`src/rtl/bp_pkg.sv`:
```
// -----------------------------------------------------------------------------
// bp_pkg
// Shared definitions for the branch history table predictor.
//   - 2-bit counter encoding (strong/weak not-taken, weak/strong taken)
//   - default index width of the table
//   - bp_sat_next(): saturating next value of a counter for a resolved outcome
// Optional feature macro used by the top: BP_GSHARE_EN.
// -----------------------------------------------------------------------------
package bp_pkg;

    localparam logic [1:0] BP_SNT = 2'b00;
    localparam logic [1:0] BP_WNT = 2'b01;
    localparam logic [1:0] BP_WT  = 2'b10;
    localparam logic [1:0] BP_ST  = 2'b11;

    localparam int BP_IDX_BITS_DEF = 4;

    // Move one step toward the resolved direction, clamping at either end.
    function automatic logic [1:0] bp_sat_next(input logic [1:0] ctr, input logic taken);
        logic [1:0] nxt;
        if (taken) begin
            nxt = (ctr == BP_ST) ? BP_ST : ctr + 2'd1;
        end else begin
            nxt = (ctr == BP_SNT) ? BP_SNT : ctr - 2'd1;
        end
        return nxt;
    endfunction

endpackage

```
`src/rtl/bp_counter2.sv`:
```
// -----------------------------------------------------------------------------
// bp_counter2
// One 2-bit saturating branch counter of the history table.
// Ports:
//   clk      in   clock, rising edge
//   rst      in   asynchronous active-high reset (loads CTR_INIT)
//   en_i     in   apply the resolved outcome at this edge
//   taken_i  in   resolved outcome (1 = taken)
//   ctr_o    out  current counter value
// -----------------------------------------------------------------------------
module bp_counter2
    import bp_pkg::*;
#(
    parameter logic [1:0] CTR_INIT = BP_WNT
) (
    input  logic       clk,
    input  logic       rst,
    input  logic       en_i,
    input  logic       taken_i,
    output logic [1:0] ctr_o
);

    logic [1:0] ctr_q;
    logic [1:0] ctr_d;

    // Saturating step toward the resolved direction.
    always_comb begin
        ctr_d = bp_sat_next(ctr_q, taken_i);
    end

    // Counter state; only moves when this entry is the one being updated.
    always_ff @(posedge clk or posedge rst) begin
        if (rst) begin
            ctr_q <= CTR_INIT;
        end else if (en_i) begin
            ctr_q <= ctr_d;
        end
    end

    assign ctr_o = ctr_q;

endmodule

```
`src/rtl/branch_predictor.sv`:
```
// -----------------------------------------------------------------------------
// branch_predictor
// Branch history table of 2-bit saturating counters for the Y86 fetch stage.
// Fetch reads a combinational prediction for a conditional jump; execute
// writes back the resolved outcome, which lands in the table at the next edge.
// Optional feature: define BP_GSHARE_EN to XOR the index with a global
// history register of the most recent IDX_BITS outcomes (gshare).
// Ports:
//   CLOCK_50        in   system clock, rising edge
//   reset           in   asynchronous active-high reset
//   lookup_valid    in   fetch presents a conditional jump this cycle
//   lookup_pc       in   address of that jump
//   pred_taken      out  prediction for lookup_pc (combinational, 0 if idle)
//   pred_table      out  MSB of every counter, bit i = physical entry i
//   update_valid    in   execute resolved a conditional jump this cycle
//   update_pc       in   address of the resolved jump
//   update_taken    in   actual outcome
//   update_mispred  in   execute flagged a misprediction
//   stat_lookups    out  saturating count of lookup_valid cycles
//   stat_mispreds   out  saturating count of update_valid & update_mispred
// -----------------------------------------------------------------------------
module branch_predictor
    import bp_pkg::*;
#(
    parameter int         IDX_BITS = BP_IDX_BITS_DEF,
    parameter logic [1:0] CTR_INIT = BP_WNT,
    parameter int         STAT_W   = 16,
    localparam int        ENTRIES  = 2 ** IDX_BITS
) (
    input  logic              CLOCK_50,
    input  logic              reset,
    input  logic              lookup_valid,
    input  logic [31:0]       lookup_pc,
    output logic              pred_taken,
    output logic [ENTRIES-1:0] pred_table,
    input  logic              update_valid,
    input  logic [31:0]       update_pc,
    input  logic              update_taken,
    input  logic              update_mispred,
    output logic [STAT_W-1:0] stat_lookups,
    output logic [STAT_W-1:0] stat_mispreds
);

    logic [IDX_BITS-1:0] lkp_idx;
    logic [IDX_BITS-1:0] upd_idx;
    logic [1:0]          ctr [ENTRIES];

    logic [STAT_W-1:0]   lookups_q;
    logic [STAT_W-1:0]   lookups_d;
    logic [STAT_W-1:0]   mispreds_q;
    logic [STAT_W-1:0]   mispreds_d;

    // Only the low PC bits select an entry; the rest are deliberately ignored
    // (aliasing is accepted, there are no tags).
    logic unused_pc_bits;
    assign unused_pc_bits = ^{lookup_pc[31:IDX_BITS], update_pc[31:IDX_BITS]};

`ifdef BP_GSHARE_EN
    logic [IDX_BITS-1:0] ghr_q;
    logic [IDX_BITS-1:0] ghr_d;

    // Both ports hash with the history as it stands before this edge's shift,
    // so a lookup and an update in the same cycle agree on the index.
    assign lkp_idx = lookup_pc[IDX_BITS-1:0] ^ ghr_q;
    assign upd_idx = update_pc[IDX_BITS-1:0] ^ ghr_q;

    // Shift the newest resolved outcome into the LSB.
    always_comb begin
        ghr_d = ghr_q;
        if (update_valid) begin
            ghr_d = {ghr_q[IDX_BITS-2:0], update_taken};
        end
    end

    // Global history register.
    always_ff @(posedge CLOCK_50 or posedge reset) begin
        if (reset) begin
            ghr_q <= '0;
        end else begin
            ghr_q <= ghr_d;
        end
    end
`else
    assign lkp_idx = lookup_pc[IDX_BITS-1:0];
    assign upd_idx = update_pc[IDX_BITS-1:0];
`endif

    // One counter per physical entry; pred_table exposes the direction bit.
    for (genvar i = 0; i < ENTRIES; i++) begin : g_entry
        bp_counter2 #(
            .CTR_INIT (CTR_INIT)
        ) u_ctr (
            .clk     (CLOCK_50),
            .rst     (reset),
            .en_i    (update_valid && (upd_idx == IDX_BITS'(i))),
            .taken_i (update_taken),
            .ctr_o   (ctr[i])
        );
        assign pred_table[i] = ctr[i][1];
    end

    // Reads registered state, so a same-cycle update is not bypassed.
    assign pred_taken = lookup_valid & ctr[lkp_idx][1];

    // Statistics hold at all-ones instead of wrapping.
    always_comb begin
        lookups_d  = lookups_q;
        mispreds_d = mispreds_q;
        if (lookup_valid && (lookups_q != '1)) begin
            lookups_d = lookups_q + STAT_W'(1);
        end
        if (update_valid && update_mispred && (mispreds_q != '1)) begin
            mispreds_d = mispreds_q + STAT_W'(1);
        end
    end

    // Statistics registers.
    always_ff @(posedge CLOCK_50 or posedge reset) begin
        if (reset) begin
            lookups_q  <= '0;
            mispreds_q <= '0;
        end else begin
            lookups_q  <= lookups_d;
            mispreds_q <= mispreds_d;
        end
    end

    assign stat_lookups  = lookups_q;
    assign stat_mispreds = mispreds_q;

endmodule

```
`config.mk`:
```
export PLATFORM = sky130hd
export DESIGN_NAME = branch_predictor
export DESIGN_NICKNAME = d
export VERILOG_FILES = /design/src/rtl/bp_pkg.sv /design/src/rtl/bp_counter2.sv /design/src/rtl/branch_predictor.sv
export SDC_FILE = /design/constraint.sdc
export NUM_CORES = 1
export LEC_CHECK = 0
export CORE_UTILIZATION = 35
export DETAILED_ROUTE_END_ITERATION = 8
export HOLD_SLACK_MARGIN = 0.05
export PLACE_DENSITY = 0.65
export SYNTH_ARGS = -nofsm -noshare
export SYNTH_HDL_FRONTEND = slang
export SYNTH_SLANG_ARGS = --single-unit
```
`constraint.sdc`:
```
create_clock -name CLOCK_50 -period 2.16 [get_ports CLOCK_50]
set_input_delay 0.432 -clock CLOCK_50 [delete_from_list [all_inputs] [get_ports CLOCK_50]]
set_output_delay 0.432 -clock CLOCK_50 [all_outputs]
set_load 0.01 [all_outputs]
```
==> impl_results.rst <==
.. list-table::
   :header-rows: 1

   * - Metric
     - Value
   * - Maximum achievable frequency
     - 491 MHz
   * - Reg2reg setup slack
     - 0.21 ns
   * - Post-DR wirelength/cell
     - 14.1 um
   * - Max Root-Sink Buffers
     - 2
   * - Slew at the pin closest to its max-slew limit
     - 0.417 ns
   * - Data arrival, critical path
     - 1.60 ns
   * - Vias post-DR
     - 2,969
   * - Detailed Route Iter0 Violations
     - 114
   * - Buffers plus inverters on the worst setup path
     - 1
   * - Number of nets in the finished design
     - 515
   * - Ratio of cells with drive above 1 in the final layout
     - 17.2%
   * - Post-Syn Area per Cell
     - 9.53 sq um
   * - Setup crit end kind
     - primary output
   * - Critical register-to-register path startpoint
     - stat_lookups[0]$_DFFE_PP0P_
   * - Initial antenna violation count
     - 0
   * - Number of standard-cell rows in the floorplan
     - 36
   * - Startpoint-to-endpoint class of the critical path
     - flip-flop to primary output
   * - Buffer cell driving the clock tree root
     - sky130_fd_sc_hd__clkbuf_8
   * - Fin Clk Skew
     - 0.00702 ns
   * - Delay of the slowest cell on the worst path
     - 0.47 ns
   * - TritonCTS clock tree
     - done
   * - Skew-Pair Late Insertion Delay
     - 0.34 ns
   * - Count of buffers inserted at the top-level ports
     - 62
   * - Largest net degree at the start of global routing
     - 53
   * - Routed via count divided by cell count
     - 5.11
   * - Critical path's top delay family
     - multiplexers
   * - Library cell contributing the largest single delay on the critical path
     - sky130_fd_sc_hd__mux4_2
   * - Tightest slew margin relative to the limit
     - 72.0%
   * - Critical-path cell list
     - mux4_2, mux2i_1, o22ai_1, buf_2
   * - Proportion of synthesized flip-flops having asynchronous set or reset
     - 100%
   * - Outcome
     - complete, no violations
   * - Classification of the worst-slack hold path
     - primary input to async pin
   * - Count of flip-flops with a built-in enable after synthesis
     - 0
   * - Number of CTS-inserted buffers
     - 9
   * - Layout-stage area growth over the synthesis result
     - 29.7%
   * - Highest fanout seen on the critical path
     - 3
   * - Cell count after placement
     - 564
   * - Hold Violations, Final
     - 0
   * - Worst setup timing slack at the placement stage
     - -0.569 ns
   * - Commonest non-fill, non-tap cell in the layout
     - sky130_fd_sc_hd__clkdlybuf4s50_1
   * - Final setup viols
     - 0
   * - Count of mapped cells out of synthesis
     - 373
   * - Startpoint of the most critical setup path
     - g_entry[15].u_ctr.ctr_o[1]$_DFFE_PP0P_
   * - Die ar.
     - 10,600 sq um
   * - Synthesis warning total
     - 0
   * - Post-route setup slack
     - 0.125 ns
   * - Drc violations
     - 0
   * - Placeable Area
     - 9820 sq um
   * - Total detailed-routing wirelength
     - 8190 um
   * - Max IR drop VDD
     - 0.516 mV
   * - Antenna diode instance count
     - 0
   * - Net count of the mapped netlist
     - 445
   * - Clock transition at the registers of the reported paths
     - 0.08 ns
   * - Depth of the worst register-to-register path
     - 5
   * - Die boundary height
     - 103 um
   * - Capturing point of the worst reg2reg path
     - stat_lookups[1]$_DFFE_PP0P_
   * - Number of max-capacitance violations reported
     - 0
   * - Proportion of synthesized chip area in sequential cells
     - 45.6%
   * - Number of synthesized register bits
     - 64
   * - Number of iterations in the first detailed-routing pass
     - 5
   * - Total overflow reported by the global router
     - 0
   * - Number of distinct library cell variants in the gate-level netlist after synthesis
     - 43
   * - Worst setup path endpoint
     - pred_taken
   * - Leakage
     - 1.87 nW
   * - Final cell count without fillers
     - 581
   * - Ratio of total power to cell area
     - 811 nW/um^2
   * - Die W
     - 103 um
   * - Wire length of the first global-routing pass
     - 14,000 um
   * - Count of filler cells inserted in the layout
     - 964
   * - Commonest cells after routing, fill and taps aside
     - sky130_fd_sc_hd__clkdlybuf4s50_1 (59), sky130_fd_sc_hd__o21ai_0 (46), sky130_fd_sc_hd__dfrtp_1 (46), sky130_fd_sc_hd__a21oi_1 (33), sky130_fd_sc_hd__buf_4 (25)
   * - Final estimated routing congestion in global placement
     - 0.836
   * - Initial core utilization
     - 36.2%
   * - Most used flip-flop cell after synthesis
     - sky130_fd_sc_hd__dfrtp_1
   * - Post-detailed-route count of antenna-violating nets
     - 0
   * - Slew Viols, Final
     - 0
   * - Critical Path Start Type
     - flip-flop
   * - Total routing resource utilization after global routing
     - 17.3%
   * - Count of H-tree levels built during CTS
     - 3
   * - Finished layout cell area
     - 4610 sq um
   * - Cell area after technology mapping
     - 3560 sq um
   * - Sink Count
     - 64
   * - HPWL after detailed placement
     - 5910 um
   * - Cell count along the critical path
     - 4
   * - Tmin final
     - 2.04 ns
   * - Required @ worst endpoint
     - 1.73 ns
   * - Placed cell areas
     - 4360 sq um
   * - Setup TNS
     - 0 ns
   * - Number of buffers inserted by hold repair at cts
     - 0
   * - Vias in the first global route
     - 2,897
   * - Count of pins on the block boundary
     - 119
   * - Setup repair after global routing missed its margin
     - false
   * - Worst hold margin
     - 0.362 ns
   * - Post-route clock period utilization
     - 94.2%
[cell type report]
class | instances | area, sq um | area share (%)
timing repair buffer | 88 | 823 | 17.9
clock buffer | 11 | 141 | 3.07
multi-input combinational | 263 | 1690 | 36.6
inverter | 17 | 63.8 | 1.38
sequential | 64 | 1620 | 35.2
clock inverter | 5 | 104 | 2.25
tap | 133 | 166 | 3.61
[per-stage QoR]
stage / total power, mW / util [%]
final: 3.74 / 47.0
after detailed placement: 2.48 / 44.4
after floorplan: 2.07 / -
after global placement: 2.46 / 44.4
after CTS: 3.78 / 46.9
after global routing: 3.96 / 47.0
[report_power, final]
group | internal (mW) | switching [mW] | total (mW)
clock | 0.799 | 0.486 | 1.29
sequential | 1.42 | 0.200 | 1.62
combinational | 0.461 | 0.371 | 0.832
[cells in the mapped netlist, types with 2 or more instances]
| library cell | count | area [sq um] |
|---|---|---|
| sky130_fd_sc_hd__buf_4 | 17 | 128 |
| sky130_fd_sc_hd__and4_1 | 3 | 26.3 |
| sky130_fd_sc_hd__nor3_1 | 11 | 55.1 |
| sky130_fd_sc_hd__mux2i_1 | 18 | 180 |
| sky130_fd_sc_hd__dfrtp_1 | 48 | 1200 |
| sky130_fd_sc_hd__nand3b_1 | 5 | 37.5 |
| sky130_fd_sc_hd__a21oi_1 | 33 | 165 |
| sky130_fd_sc_hd__xnor2_1 | 19 | 166 |
| sky130_fd_sc_hd__nor2_1 | 22 | 82.6 |
| sky130_fd_sc_hd__nand2b_1 | 4 | 25.0 |
| sky130_fd_sc_hd__nor2b_1 | 2 | 12.5 |
| sky130_fd_sc_hd__nand2_1 | 21 | 78.8 |
| sky130_fd_sc_hd__inv_1 | 17 | 63.8 |
| sky130_fd_sc_hd__xor2_1 | 6 | 52.6 |
| sky130_fd_sc_hd__mux2_2 | 2 | 22.5 |
| sky130_fd_sc_hd__and3_1 | 8 | 50.1 |
| sky130_fd_sc_hd__mux4_2 | 3 | 67.6 |
| sky130_fd_sc_hd__a31oi_1 | 3 | 18.8 |
| sky130_fd_sc_hd__o21ai_0 | 46 | 230 |
| sky130_fd_sc_hd__dfstp_2 | 16 | 420 |
| sky130_fd_sc_hd__nand4_1 | 17 | 106 |
| sky130_fd_sc_hd__ha_1 | 2 | 25.0 |
| sky130_fd_sc_hd__nand3_1 | 18 | 90.1 |
| sky130_fd_sc_hd__and3b_1 | 2 | 17.5 |
| sky130_fd_sc_hd__clkbuf_1 | 10 | 37.5 |
| sky130_fd_sc_hd__or3_1 | 2 | 12.5 |
| sky130_fd_sc_hd__mux2_4 | 2 | 30.0 |
[layer usage]
layer	track usage [%]	up-vias	part of all wire (%)
li1	-	1460	-
met5	0	-	0
met2	26.4	66	47
met3	2.78	15	4.3
met4	8.99	0	2.7
met1	23.8	1428	46
[worst reg2reg max path: stages, from the launching register on]
cell and delay, ns:
sky130_fd_sc_hd__dfrtp_1 0.42, sky130_fd_sc_hd__ha_1 0.24, sky130_fd_sc_hd__nand4_1 0.15, sky130_fd_sc_hd__or4_4 0.63, sky130_fd_sc_hd__nand2_4 0.12, sky130_fd_sc_hd__mux2_4 0.29
[worst min-delay path by stage]
stage                                              to                                   start  slack, ns
2_1_floorplan  g_entry[10].u_ctr.ctr_o[0]$_DFFE_PP1P_  g_entry[10].u_ctr.ctr_o[0]$_DFFE_PP1P_       0.48
3_3_place_gp   g_entry[12].u_ctr.ctr_o[0]$_DFFE_PP1P_  g_entry[12].u_ctr.ctr_o[0]$_DFFE_PP1P_       0.49
3_5_place_dp   g_entry[12].u_ctr.ctr_o[0]$_DFFE_PP1P_  g_entry[12].u_ctr.ctr_o[0]$_DFFE_PP1P_       0.49
4_1_cts                 stat_mispreds[14]$_DFFE_PP0P_                                   reset       0.36
5_1_grt                 stat_mispreds[14]$_DFFE_PP0P_                                   reset       0.37
6_report                stat_mispreds[14]$_DFFE_PP0P_                                   reset       0.36
[registers in the layout (all words and copies together) (netlist names)]
signal               flops
g_entry.u_ctr.ctr_o     32
stat_lookups            16
stat_mispreds           16
[logic make-up after synthesis]
logic type      after synthesis  synth area share, %
xor+xnor                     25                 6.16
flops                        64                 45.6
fa+ha+maj                     2                0.704
simple gates                126                 19.8
compound gates               85                 12.4
mux                          25                 8.44
buf+inv                      46                 6.90
[timing repair]
action / CTS / global route
setup endpoints to repair: 1 / 1
resized for setup: 8 / 2
setup buffers: 0 / 1
Power figures use the tool's default switching activity.
